==> src/rtl/crossbar_master_port_if.sv <==
// Stream bundle between one crossbar master port stage and its surroundings:
// slave streams in, arbiter request/grant, and the registered master stream out.
interface crossbar_master_port_if #(
  parameter int T_DATA_WIDTH = 8,
  parameter int S_DATA_COUNT = 5,
  parameter int M_DATA_COUNT = 3,
  parameter int T_ID___WIDTH = $clog2(S_DATA_COUNT),
  parameter int T_DEST_WIDTH = $clog2(M_DATA_COUNT)
);
  logic [S_DATA_COUNT*T_DATA_WIDTH-1:0] s_data_i;
  logic [S_DATA_COUNT-1:0]              s_valid_i;
  logic [S_DATA_COUNT-1:0]              s_last_i;
  logic [S_DATA_COUNT*T_DEST_WIDTH-1:0] s_dest_i;
  logic [S_DATA_COUNT-1:0]              s_ready_o;
  logic [S_DATA_COUNT-1:0]              request_mask_o;
  logic [S_DATA_COUNT-1:0]              grant_i;
  logic [T_DATA_WIDTH-1:0]              m_data_o;
  logic                                 m_valid_o;
  logic                                 m_last_o;
  logic [T_ID___WIDTH-1:0]              m_id_o;
  logic                                 m_ready_i;

  // master: the port stage itself; slave: the slave streams, arbiter and sink
  modport master (
    input  s_data_i, s_valid_i, s_last_i, s_dest_i, grant_i, m_ready_i,
    output s_ready_o, request_mask_o, m_data_o, m_valid_o, m_last_o, m_id_o
  );
  modport slave (
    output s_data_i, s_valid_i, s_last_i, s_dest_i, grant_i, m_ready_i,
    input  s_ready_o, request_mask_o, m_data_o, m_valid_o, m_last_o, m_id_o
  );
endinterface

==> src/rtl/crossbar_master_port.sv <==
// Per-master-port packet stage: dest decode, arbiter request mask, packet lock
// on the granted source, and a 2-entry FIFO feeding the registered master stream.
module crossbar_master_port #(
  parameter int T_DATA_WIDTH = 8,
  parameter int S_DATA_COUNT = 5,
  parameter int M_DATA_COUNT = 3,
  parameter int PORT_INDEX   = 0,
  parameter int T_ID___WIDTH = $clog2(S_DATA_COUNT),
  parameter int T_DEST_WIDTH = $clog2(M_DATA_COUNT)
) (
  input logic                   clk,
  input logic                   rst,
  crossbar_master_port_if.master bus
);
  localparam logic [T_DEST_WIDTH-1:0] PORT_DEST = T_DEST_WIDTH'(PORT_INDEX % M_DATA_COUNT);
  localparam logic [0:0] IDLE = 1'b0;
  localparam logic [0:0] BUSY = 1'b1;

  typedef struct packed {
    logic [T_DATA_WIDTH-1:0] data;
    logic                    last;
    logic [T_ID___WIDTH-1:0] id;
  } beat_t;

  logic [0:0]              state_q, state_d;
  logic [T_ID___WIDTH-1:0] lock_id_q, lock_id_d;
  logic [1:0]              count_q, count_d;
  beat_t                   head_q, head_d, tail_q, tail_d;

  logic [S_DATA_COUNT-1:0] hit, lock_oh, sel_oh;
  logic                    busy, sel_ok, in_rdy, push, pop;
  beat_t                   in_beat;

  assign busy = (state_q == BUSY);

  always_comb begin
    hit     = '0;
    lock_oh = '0;
    for (int k = 0; k < S_DATA_COUNT; k++) begin
      hit[k]     = bus.s_valid_i[k] & (bus.s_dest_i[k*T_DEST_WIDTH +: T_DEST_WIDTH] == PORT_DEST);
      lock_oh[k] = (lock_id_q == T_ID___WIDTH'(k));
    end
  end

  // Once locked the grant is ignored; the locked source alone may move beats.
  assign sel_oh = busy ? lock_oh : bus.grant_i;
  assign sel_ok = busy ? |(hit & lock_oh) : ($onehot(bus.grant_i) & |(hit & bus.grant_i));
  assign in_rdy = sel_ok & (count_q != 2'd2) & ~rst;

  assign bus.s_ready_o      = in_rdy ? sel_oh : '0;
  assign bus.request_mask_o = rst ? '0 : (busy ? (hit & lock_oh) : hit);

  always_comb begin
    in_beat = '0;
    for (int k = 0; k < S_DATA_COUNT; k++) begin
      if (sel_oh[k]) begin
        in_beat.data = bus.s_data_i[k*T_DATA_WIDTH +: T_DATA_WIDTH];
        in_beat.last = bus.s_last_i[k];
        in_beat.id   = T_ID___WIDTH'(k);
      end
    end
  end

  assign push = |(bus.s_valid_i & bus.s_ready_o);
  assign pop  = (count_q != 2'd0) & bus.m_ready_i;

  always_comb begin
    state_d   = state_q;
    lock_id_d = lock_id_q;
    if (push) begin
      if (in_beat.last) begin
        state_d = IDLE;
      end else begin
        state_d   = BUSY;
        lock_id_d = in_beat.id;
      end
    end
  end

  // Head is always the oldest beat; push never happens while full.
  always_comb begin
    head_d  = head_q;
    tail_d  = tail_q;
    count_d = count_q;
    case ({push, pop})
      2'b10: begin
        if (count_q == 2'd0) head_d = in_beat;
        else                 tail_d = in_beat;
        count_d = count_q + 2'd1;
      end
      2'b01: begin
        head_d  = tail_q;
        count_d = count_q - 2'd1;
      end
      2'b11: begin
        if (count_q == 2'd1) begin
          head_d = in_beat;
        end else begin
          head_d = tail_q;
          tail_d = in_beat;
        end
      end
      default: ;
    endcase
  end

  always_ff @(posedge clk) begin
    if (rst) begin
      state_q   <= IDLE;
      lock_id_q <= '0;
      count_q   <= 2'd0;
      head_q    <= '0;
      tail_q    <= '0;
    end else begin
      state_q   <= state_d;
      lock_id_q <= lock_id_d;
      count_q   <= count_d;
      head_q    <= head_d;
      tail_q    <= tail_d;
    end
  end

  assign bus.m_data_o  = head_q.data;
  assign bus.m_last_o  = head_q.last;
  assign bus.m_id_o    = head_q.id;
  assign bus.m_valid_o = (count_q != 2'd0);
endmodule

==> src/flat_wrapper.sv <==
// flat-port wrapper written by rule: the top's interface ports become plain ports
module crossbar_master_port_flat 
#(
  parameter int T_DATA_WIDTH = 8,
  parameter int S_DATA_COUNT = 5,
  parameter int M_DATA_COUNT = 3,
  parameter int PORT_INDEX   = 0,
  parameter int T_ID___WIDTH = $clog2(S_DATA_COUNT),
  parameter int T_DEST_WIDTH = $clog2(M_DATA_COUNT)
)
  (clk, rst, bus_s_data_i, bus_s_valid_i, bus_s_last_i, bus_s_dest_i, bus_grant_i, bus_m_ready_i, bus_s_ready_o, bus_request_mask_o, bus_m_data_o, bus_m_valid_o, bus_m_last_o, bus_m_id_o);
  crossbar_master_port_if #(.T_DATA_WIDTH(T_DATA_WIDTH), .S_DATA_COUNT(S_DATA_COUNT), .M_DATA_COUNT(M_DATA_COUNT), .T_ID___WIDTH(T_ID___WIDTH), .T_DEST_WIDTH(T_DEST_WIDTH)) bus_i ();
  input logic clk;
  input logic rst;
  input wire logic [$bits(bus_i.s_data_i)-1:0] bus_s_data_i;
  input wire logic [$bits(bus_i.s_valid_i)-1:0] bus_s_valid_i;
  input wire logic [$bits(bus_i.s_last_i)-1:0] bus_s_last_i;
  input wire logic [$bits(bus_i.s_dest_i)-1:0] bus_s_dest_i;
  input wire logic [$bits(bus_i.grant_i)-1:0] bus_grant_i;
  input wire logic [$bits(bus_i.m_ready_i)-1:0] bus_m_ready_i;
  output wire logic [$bits(bus_i.s_ready_o)-1:0] bus_s_ready_o;
  output wire logic [$bits(bus_i.request_mask_o)-1:0] bus_request_mask_o;
  output wire logic [$bits(bus_i.m_data_o)-1:0] bus_m_data_o;
  output wire logic [$bits(bus_i.m_valid_o)-1:0] bus_m_valid_o;
  output wire logic [$bits(bus_i.m_last_o)-1:0] bus_m_last_o;
  output wire logic [$bits(bus_i.m_id_o)-1:0] bus_m_id_o;
  assign bus_i.s_data_i = bus_s_data_i;
  assign bus_i.s_valid_i = bus_s_valid_i;
  assign bus_i.s_last_i = bus_s_last_i;
  assign bus_i.s_dest_i = bus_s_dest_i;
  assign bus_i.grant_i = bus_grant_i;
  assign bus_i.m_ready_i = bus_m_ready_i;
  assign bus_s_ready_o = bus_i.s_ready_o;
  assign bus_request_mask_o = bus_i.request_mask_o;
  assign bus_m_data_o = bus_i.m_data_o;
  assign bus_m_valid_o = bus_i.m_valid_o;
  assign bus_m_last_o = bus_i.m_last_o;
  assign bus_m_id_o = bus_i.m_id_o;
  crossbar_master_port #(.T_DATA_WIDTH(T_DATA_WIDTH), .S_DATA_COUNT(S_DATA_COUNT), .M_DATA_COUNT(M_DATA_COUNT), .PORT_INDEX(PORT_INDEX), .T_ID___WIDTH(T_ID___WIDTH), .T_DEST_WIDTH(T_DEST_WIDTH)) u_core (.clk(clk), .rst(rst), .bus(bus_i));
endmodule
==> config.mk <==
export PLATFORM = sky130hd
export DESIGN_NAME = crossbar_master_port_flat
export DESIGN_NICKNAME = d
export VERILOG_FILES = /design/src/rtl/crossbar_master_port_if.sv /design/src/rtl/crossbar_master_port.sv /design/src/flat_wrapper.sv
export SDC_FILE = /design/constraint.sdc
export NUM_CORES = 1
export LEC_CHECK = 0
export ABC_AREA = 1
export CORE_ASPECT_RATIO = 0.8
export CORE_MARGIN = 5
export CORE_UTILIZATION = 46
export CTS_BUF_LIST = sky130_fd_sc_hd__clkbuf_4 sky130_fd_sc_hd__clkbuf_8
export DETAILED_ROUTE_END_ITERATION = 16
export HOLD_SLACK_MARGIN = 0.1
export PLACE_DENSITY = 0.87
export SYNTH_ARGS = -nofsm -noshare
export SYNTH_HDL_FRONTEND = slang
export SYNTH_SLANG_ARGS = --single-unit
==> constraint.sdc <==
create_clock -name clk -period 4.3 [get_ports clk]
set_clock_uncertainty 0.05 [all_clocks]
set_input_delay 0.86 -clock clk [delete_from_list [all_inputs] [get_ports clk]]
set_output_delay 0.86 -clock clk [all_outputs]
set_load 0.01 [all_outputs]
[Word-level counts from Yosys, hierarchy flattened]
Cells that the tools add are included.
Word-level totals
  output and inout bits: 23
  logic and storage cells: 77
  input bits: 68
  flip-flop bits (word level): 30
Cells by class
  $add $sub $neg: 6
  bitwise gates (word level): 14
  eq/ne operators: 13
  multiplexer cells: 18
  reductions and logical operators: 17
Operators by type and width (number)
  $mux 12: 9
  $pmux 12 s3: 1
  $pmux 12 s2: 1
  $mux 5: 4
  $and 5x5->5: 3
  $reduce_or 5->1: 3
  $logic_not 2->1: 6
  $and 1x1->1: 9
  $eq 3x1->1 const B: 2
  $eq 3x2->1 const B: 2
  $ne 2x2->1 const B: 3
  $reduce_bool 2->1: 3
  $add 1x1->2: 2
  $eq 2x1->1 const B: 2
  $eq 2x2->1 const B: 2
  $pmux 2 s2: 1
  $reduce_and 2->1: 2
  $add 3x1->3: 1
  $add 3x3->3: 1
  $eq 3x3->1 const B: 1
  $logic_not 3->1: 1
  $reduce_and 3->1: 1
  $reduce_bool 3->1: 1
  $add 2x1->2 const B: 1
  4 further kinds: 6

[Logic depth before layout (Yosys ltp)]
Gate-level depths: netlist of run 1.
  word-level depth: 14
  depth in mapped cells: 18
  gate-level depth less buffers: 17

[Worst setup path before layout of run 1]
No wires, ideal clock.
  path kind: input -> register
  from: input port bus_grant_i[2]
  to: register u_core.tail_q[0] in the netlist's numbering
  setup slack: 0.831 ns
  path buffers: 1
  arrival time: 3.291 ns
  stages on the path: 14
  library setup time: 0.128 ns
  required time: 4.122 ns
  path through: ha_1 > fa_1 > inv_1 > fa_1 > nand3_1 > nor2_1 > nor2_1 > nor2_2 > ha_1 > inv_1 > nand2_1 > a22oi_1 > clkbuf_1 > a21oi_1
Between the ends
  word-level cells in the longest chain between the ends: 14
  elaborated cells between the ends (all ways): 26
  classes of those cells: add/sub (3); eq/ne (5); mux (9); bitwise (5); reduce/logical (4)
RTL lines
  from (decl): line flat_wrapper.sv:19  | input wire logic [$bits(bus_i.grant_i)-1:0] bus_grant_i;
  $add 1x1->2 (not written as such): line crossbar_master_port.sv:47  | assign sel_ok = busy ? |(hit & lock_oh) : ($onehot(bus.grant_i) & |(hit & bus.grant_i));
  $add 3x3->3 (not written as such): line crossbar_master_port.sv:47
  $add 3x1->3 (not written as such): line crossbar_master_port.sv:47
  $eq 3x1->1: line crossbar_master_port.sv:47
  $and 1x1->1: line crossbar_master_port.sv:47
  $mux 1: line crossbar_master_port.sv:47
  $and 1x1->1 (2 in a row): line crossbar_master_port.sv:48  | assign in_rdy = sel_ok & (count_q != 2'd2) & ~rst;
  $mux 5 *: line crossbar_master_port.sv:50  | assign bus.s_ready_o = in_rdy ? sel_oh : '0;
  $and 5x5->5 *: line crossbar_master_port.sv:64  | assign push = |(bus.s_valid_i & bus.s_ready_o);
  $reduce_or 5->1 *: line crossbar_master_port.sv:64
  net u_core.push: line crossbar_master_port.sv:31  | logic busy, sel_ok, in_rdy, push, pop;
  $eq 2x2->1: line crossbar_master_port.sv:85  | case ({push, pop})
  $ne 2x2->1 (no source line) / $reduce_bool 2->1 (equally long branches)
  $reduce_and 3->1 (no source line)
  to (signal assigned): line crossbar_master_port.sv:119  | tail_q <= tail_d;
  to (decl): line crossbar_master_port.sv:28  | beat_t head_q, head_d, tail_q, tail_d;
The timed path passes the listed nets; every way through them passes the cells marked *. The select of a mux whose other input is x is not followed.
A chain may end at the register's enable or synchronous reset.

[Worst setup path after layout of run 1]
  from: input port bus_grant_i[2]
  to: output port bus_s_ready_o[2]
Between the ends
  word-level cells in the longest chain between the ends: 9
  elaborated cells between the ends (all ways): 12
  classes of those cells: add/sub (3); eq/ne (1); mux (3); bitwise (4); reduce/logical (1)
RTL lines
  $add 1x1->2 (not written as such): line crossbar_master_port.sv:47
  $add 3x3->3 (not written as such): line crossbar_master_port.sv:47
  $add 3x1->3 (not written as such): line crossbar_master_port.sv:47
  $eq 3x1->1: line crossbar_master_port.sv:47
  $and 1x1->1: line crossbar_master_port.sv:47
  $mux 1: line crossbar_master_port.sv:47
  $and 1x1->1 (2 in a row): line crossbar_master_port.sv:48
  $mux 5 *: line crossbar_master_port.sv:50
  to (decl): line flat_wrapper.sv:21  | output wire logic [$bits(bus_i.s_ready_o)-1:0] bus_s_ready_o;
Mark *: on every way between the ends. The rest lies on a longest branch, timed or not.

==> results of run 1 <==
metal layers:
layer	global-route usage, %	share of wire, %	up-vias	routed length [um]
met1	23.4	41	1239	2920
met4	6.45	1.9	0	131
met3	6.67	7.8	18	548
li1	-	-	1434	-
met5	0	0	-	0
met2	39.3	49	99	3450
power by group through the flow:
stage	clock network (W)	logic (W)	registers, W
after global routing	0.000257	0.000558	0.000353
after detailed placement	0	0.000496	0.000354
final	0.000237	0.000497	0.000348
after global placement	0	0.000487	0.000351
after floorplan	0	0.000280	0.000365
after CTS	0.000240	0.000499	0.000348
cells in the final DEF, fill, tap and decap left out, drive strengths merged:
cell type,synthesis,routed
nor2,60,60
nand3,39,39
nand4,4,4
nand2,120,120
clkinv,0,1
dfxtp,30,30
a211oi,1,1
a22oi,1,1
xor2,1,1
nor3b,4,4
ha,8,8
clkbuf,7,7
nand3b,12,12
inv,38,38
clkdlybuf4s50,0,85
buf,10,9
fa,2,2
dlygate4sd2,0,5
a21oi,28,28
o21ai,21,21
or2,10,10
cells in the mapped netlist (all sizes together):
master / instances / area share [%]
nand4: 4 / 1.1
nand3b: 12 / 3.8
or2: 10 / 2.7
inv: 38 / 6.1
nor2: 60 / 9.7
fa: 2 / 1.7
dfxtp: 30 / 26
a21oi: 28 / 6.4
o21ai: 21 / 4.6
a211oi: 1 / 0.32
xor2: 1 / 0.37
clkbuf: 7 / 1.1
nand3: 39 / 8.7
ha: 8 / 4.3
nand2: 120 / 20
a22oi: 1 / 0.32
nor3b: 4 / 1.3
buf: 10 / 2.6
worst min path at each step:
stage | from | to
2_1_floorplan | u_core.lock_id_q[2] | u_core.lock_id_q[2]
3_3_place_gp | u_core.lock_id_q[2] | u_core.lock_id_q[2]
3_5_place_dp | u_core.lock_id_q[2] | u_core.lock_id_q[2]
4_1_cts | u_core.lock_id_q[2] | u_core.lock_id_q[2]
5_1_grt | u_core.lock_id_q[2] | u_core.lock_id_q[2]
6_report | u_core.lock_id_q[2] | u_core.lock_id_q[2]
through the flow:
stage          instance area, um^2  util [%]  cells  TNS [ns]
6_report                      3400      68.4    548         0
5_1_grt                       3400      68.4    548         0
4_1_cts                       3400      68.4    548         0
3_5_place_dp                  3310      66.6    540    -0.444
3_3_place_gp                  3310      66.6    540    -0.215
2_1_floorplan                 2350         -    396         0
cell families after synthesis:
group / Yosys count
compound gates: 51
simple gates: 249
buf+inv: 55
flops: 30
xor+xnor: 1
fa+ha+maj: 10
worst register-to-register path, delay by kind of cell, from the launching register on:
family / cells / cell delay, ns
AO/OA/AOI/OAI: 3 / 0.45
adder cells (fa/ha/maj): 2 / 0.41
buffers and inverters: 6 / 0.74
flip-flops: 1 / 0.34
AND/OR/NAND/NOR: 2 / 0.50
layout make-up:
type / instances / area [um^2] / share of cell area, %
Sequential cell: 30 / 601 / 17.6
Clock inverter: 1 / 5.00 / 0.147
Multi-Input combinational cell: 311 / 1530 / 44.8
Tap cell: 62 / 77.6 / 2.28
Timing Repair Buffer: 99 / 962 / 28.3
Inverter: 38 / 143 / 4.19
Clock buffer: 7 / 90.1 / 2.65
state kept, by name, summed over array words and instances (netlist names):
signal / flops
u_core.count_q: 2
u_core.lock_id_q: 3
u_core.bus.m_id_o: 3
u_core.tail_q: 12
u_core.busy: 1
u_core.bus.m_data_o: 8
u_core.bus.m_last_o: 1
==> impl_metrics.yaml, run 1 <==
timing:
  min_period_over_period_pct: 96.2
  finalCriticalPeriod_ns: 4.14
  drv_slew: 0
  hold_viol: 0
  rsz0062_at_grt: "no"
  fmax_mhz: 242
  maxSlewHeadroom_pct: 51.7
  setup_viol: 0
  worst_pin_slew_ns: 0.724
  setup_slack_ns: 0.163
  hold_slack_ns: 0.465
clock_tree:
  cts_buffer_depth: 2
  cts_sinks: 30
  post_cts_buffers: 0
  cts_max_level: 2
  cts_tree: "yes"
  cts_resized: 6
  cts_root_buf: "clkbuf_8"
  clkLatencyLatePin_ns: 0.28
  cts_hold_buffers: 0
  clk_pin_slew_ns: 0.06
  numCtsBuffers: 5
die:
  start_util_pct: 47.3
  io_pins: 91
  die_w_um: 90.0
  die-area_mm2: 0.00666
  rows: 23
  chipHeight_um: 74.0
  core_region_area_mm2: 0.00498
synthesis:
  synth_fp_nets: 474
  synthMuxAreaShare_pct: 0
  synthesis.area_mm2: 0.00235
  synth_seq_cells: 30
  synth_compound_area_share_pct: 11.7
  yosysSeqAreaShare_pct: 25.5
  synthCells: 396
  synthSimpleGateAreaFrac_pct: 46.8
  synth-xor-area-share_pct: 0.372
  avgSynthCellArea_um2: 5.95
  yosysWarnings: 0
  synth_top_family_by_area: "simple AND/OR/NAND/NOR gates"
  synth_adder_area_share_pct: 5.95
  ys_types: 26
drt:
  vias: 2790
  avgRoutedWirePerCell_um: 12.9
  vias_per_cell: 5.09
  antenna_left: 0
  detailedRoute.firstIterationViolations: 108
  routed_wl_um: 7050
  drt-pass1-iter-count: 5
  drcViolationCount: 0
setup_path:
  startpoint: "bus_grant_i[2]"
  timing.rr.end: "u_core.tail_q[4]"
  cp_num_buf_inv: 4
  cp.depth: 12
  rr_worst_depth: 13
  path_cells: "clkdlybuf4s50_1, ha_1, fa_1, inv_1, fa_1, nand3_1, nor2_1, nor2_1, nor2_2, inv_2, nor2_1, dlygate4sd2_1"
  critPathTopFamily: "adder cells"
  worst-path-max-fanout: 6
  worstPathRequired_ns: 3.39
  critical_path_class: "primary input to output port"
  critPathCapture: "bus_s_ready_o[2]"
  r2r-start: "u_core.count_q[0]"
  crit_path_start_kind: "primary input"
  cpMostUsedCell: "nor2_1"
  end_kind: "output port"
  cpMaxStageDelayCell: "clkdlybuf4s50_1"
  rrSetupSlack_ns: 1.72
  worst_path_largest_cell_delay_ns: 0.43
  arrival_ns: 3.23
min_path:
  holdCritPathClass: "flop to flop"
  worstHoldPathCells: 2
placement:
  port_buffers: 90
  dp_hpwl_um: 5620
  place_congestion: 0.887
  dp_slack_ns: -0.0947
global_route:
  grt_max_degree: 28
  gr-total-overflow: 0
  grt_usage_pct: 21.1
  grt_pass1_wl_um: 11700
  antenna_found_initial: 0
  grt_pass1_vias: 2776
cells_and_area:
  drive_above_1_share_pct: 9.05
  area_growth_pct: 44.5
  nets: 563
  diodes: 0
  n_fill_cell: 463
power:
  totalPowerFinal_w: 0.00108
  p_per_area_mw_per_mm2: 318
  intPower_w: 0.000703
  peakVddDrop_v: 0.000231
  power.net_switching_w: 0.000380
  pwr-share-seq_pct: 32.2
  combPwrFrac_pct: 45.9
  swShare_pct: 35.1
  power_leakage_nw: 1.64
  clock_power_share_pct: 21.9
job:
  drv_cap: 0
run_status:
  outcome: "completed"
No activity file was read; power rests on OpenSTA's default activity.
==> run 2, diff against run 1 <==
--- a/config.mk
+++ b/config.mk
@@ -8,11 +8,10 @@
 export ABC_AREA = 1
 export CORE_ASPECT_RATIO = 0.8
 export CORE_MARGIN = 5
-export CORE_UTILIZATION = 46
-export CTS_BUF_LIST = sky130_fd_sc_hd__clkbuf_4 sky130_fd_sc_hd__clkbuf_8
+export CORE_UTILIZATION = 44
 export DETAILED_ROUTE_END_ITERATION = 16
 export HOLD_SLACK_MARGIN = 0.1
-export PLACE_DENSITY = 0.87
+export PLACE_DENSITY = 0.83
 export SYNTH_ARGS = -nofsm -noshare
 export SYNTH_HDL_FRONTEND = slang
 export SYNTH_SLANG_ARGS = --single-unit
==> run 2 against run 1 <==
Compared with the run above:
- global-route usage is 0.74 points lower
- register-to-register slack worse by 0.11 ns
- cell count down 0.18%
- critical path type unchanged
- critical endpoint is now bus_s_ready_o[4]
- combinational power about the same
- largest power group unchanged
- non-clock buffer count down 1
- core utilization shrank 1.5 points
- total power grew 0.30%
- fmax about the same
- first-iteration DRC count increased by 78%
==> impl_metrics.yaml, run 2 (synthesis results as in run 1) <==
placement:
  place_congestion: 0.896
  port_buffers: 90
  dp_hpwl_um: 5480
  dp_slack_ns: -0.120
  dp_cells: 539
drt:
  detailedRoute.firstIterationViolations: 192
  avgRoutedWirePerCell_um: 12.8
  drt-pass1-iter-count: 4
  vias_per_cell: 5.12
  drcViolationCount: 0
  vias: 2802
  routed_wl_um: 7000
  antenna_left: 0
power:
  clock_power_share_pct: 22.0
  pwr-share-seq_pct: 32.0
  p_per_area_mw_per_mm2: 319
  power_leakage_nw: 1.63
  power.net_switching_w: 0.000389
  combPwrFrac_pct: 46.0
  peakVddDrop_v: 0.000258
  intPower_w: 0.000697
  swShare_pct: 35.8
global_route:
  grt_pass1_vias: 2706
  gr-total-overflow: 0
  antenna_found_initial: 0
  grt_max_degree: 28
  grt_pass1_wl_um: 11600
  grt_usage_pct: 20.4
min_path:
  holdCritPathClass: "flop to flop"
  worstHoldPathCells: 2
cells_and_area:
  n_fill_cell: 458
  diodes: 0
  final_util_pct: 66.8
  drive_above_1_share_pct: 8.87
  largest_register: "u_core.tail_q"
  final_common_cell: "nand2_1"
  finalNonFillerCells: 547
  largest_register_ffs: 12
  final_cell_mix: "116 x nand2_1, 85 x clkdlybuf4s50_1, 59 x nor2_1, 37 x nand3_1, 32 x inv_1"
  nets: 562
  area_growth_pct: 44.6
setup_path:
  cp.depth: 12
  end_kind: "output port"
  arrival_ns: 3.22
  cpMaxStageDelayCell: "clkdlybuf4s50_1"
  worst_path_largest_cell_delay_ns: 0.53
  timing.rr.end: "u_core.tail_q[2]"
  worst-path-max-fanout: 6
  r2r-start: "u_core.count_q[0]"
  startpoint: "bus_grant_i[2]"
  rr_worst_depth: 13
  worstPathRequired_ns: 3.39
  crit_path_start_kind: "primary input"
  cp_num_buf_inv: 4
  rrSetupSlack_ns: 1.61
  critPathCapture: "bus_s_ready_o[4]"
  critical_path_class: "primary input to output port"
  path_cells: "clkdlybuf4s50_1, ha_4, fa_1, inv_1, fa_1, nand3_1, nor2_1, nor2_1, nor2_2, inv_2, nor2_1, dlygate4sd2_1"
  cpMostUsedCell: "nor2_1"
  critPathTopFamily: "adder cells"
clock_tree:
  cts_sinks: 30
  cts_buffer_depth: 2
  cts_max_level: 2
  clkLatencyLatePin_ns: 0.28
  cts_root_buf: "clkbuf_8"
  cts_tree: "yes"
  numCtsBuffers: 5
  clk_pin_slew_ns: 0.07
  cts_hold_buffers: 0
timing:
  hold_viol: 0
  worst_pin_slew_ns: 0.731
  maxSlewHeadroom_pct: 51.2
  rsz0062_at_grt: "no"
  min_period_over_period_pct: 96.2
  drv_slew: 0
  setup_viol: 0
  fmax_mhz: 242
  finalCriticalPeriod_ns: 4.13
  setup_slack_ns: 0.165
die:
  start_util_pct: 46.2
  chipHeight_um: 75.4
  core_region_area_mm2: 0.00509
  die-area_mm2: 0.00692
  rows: 23
  die_w_um: 91.8
  io_pins: 91
run_status:
  outcome: "completed"
job:
  drv_cap: 0
==> run 2: cell count changes in the layout (fill, tap and decap cells not counted), sizes merged <==
cell	previous run	this run
buf	9	8
==> run 2: final cells by class <==
class	count	area (um^2)	area share [%]
multi-input cells	311	1540	45.2
repair buffers	98	955	28.0
well taps	62	77.6	2.28
clock buffers	7	86.3	2.54
clock inverters	1	5.00	0.147
inverters	38	143	4.19
flip-flops and latches	30	601	17.6
==> run 2: how the worst min path moves through the flow <==
stage,start,end,slack [ns]
finish,u_core.lock_id_q[2],u_core.lock_id_q[2],0.46
global route,u_core.lock_id_q[2],u_core.lock_id_q[2],0.49
CTS,u_core.lock_id_q[2],u_core.lock_id_q[2],0.46
detailed placement,u_core.lock_id_q[2],u_core.lock_id_q[2],0.45
global placement,u_core.lock_id_q[2],u_core.lock_id_q[2],0.44
floorplan,u_core.lock_id_q[2],u_core.lock_id_q[2],0.42
==> run 2: power by group through the flow <==
stage          registers, W  logic, W  clock network [W]
2_1_floorplan      0.000365  0.000280                  0
3_3_place_gp       0.000351  0.000489                  0
3_5_place_dp       0.000353  0.000498                  0
4_1_cts            0.000347  0.000501           0.000237
5_1_grt            0.000353  0.000561           0.000253
6_report           0.000347  0.000500           0.000239
==> run 2: metrics by stage <==
stage	area, um^2	setup TNS [ns]	hold WS, ns	power, W
2_1_floorplan	2350	0	0.417	0.000646
3_3_place_gp	3310	-0.292	0.437	0.000840
3_5_place_dp	3310	-0.581	0.448	0.000851
4_1_cts	3390	0	0.458	0.00108
5_1_grt	3400	0	0.488	0.00117
6_report	3400	0	0.465	0.00109
==> run 2: worst min-delay path, delay by kind of cell (launching register included) <==
| family | cells | cell delay, ns |
|---|---|---|
| flops | 1 | 0.34 |
| simple gates | 1 | 0.07 |
| compound gates | 1 | 0.05 |
==> run 2: metal layers <==
metal,part of all wire (%),GRT usage [%],routed length [um],vias to the layer above
met1,44,24.5,3100,1267
li1,-,-,-,1439
met5,0,0,0,-
met4,0.96,3.95,67,0
met2,49,38.3,3400,85
met3,6.2,4.34,431,11
==> run 2: what timing repair did <==
action | in CTS | in global routing
pin swaps | 0 | 1
gates resized for setup | 6 | 1
endpoints found under the setup margin | 5 | 5
setup buffers | 0 | 0
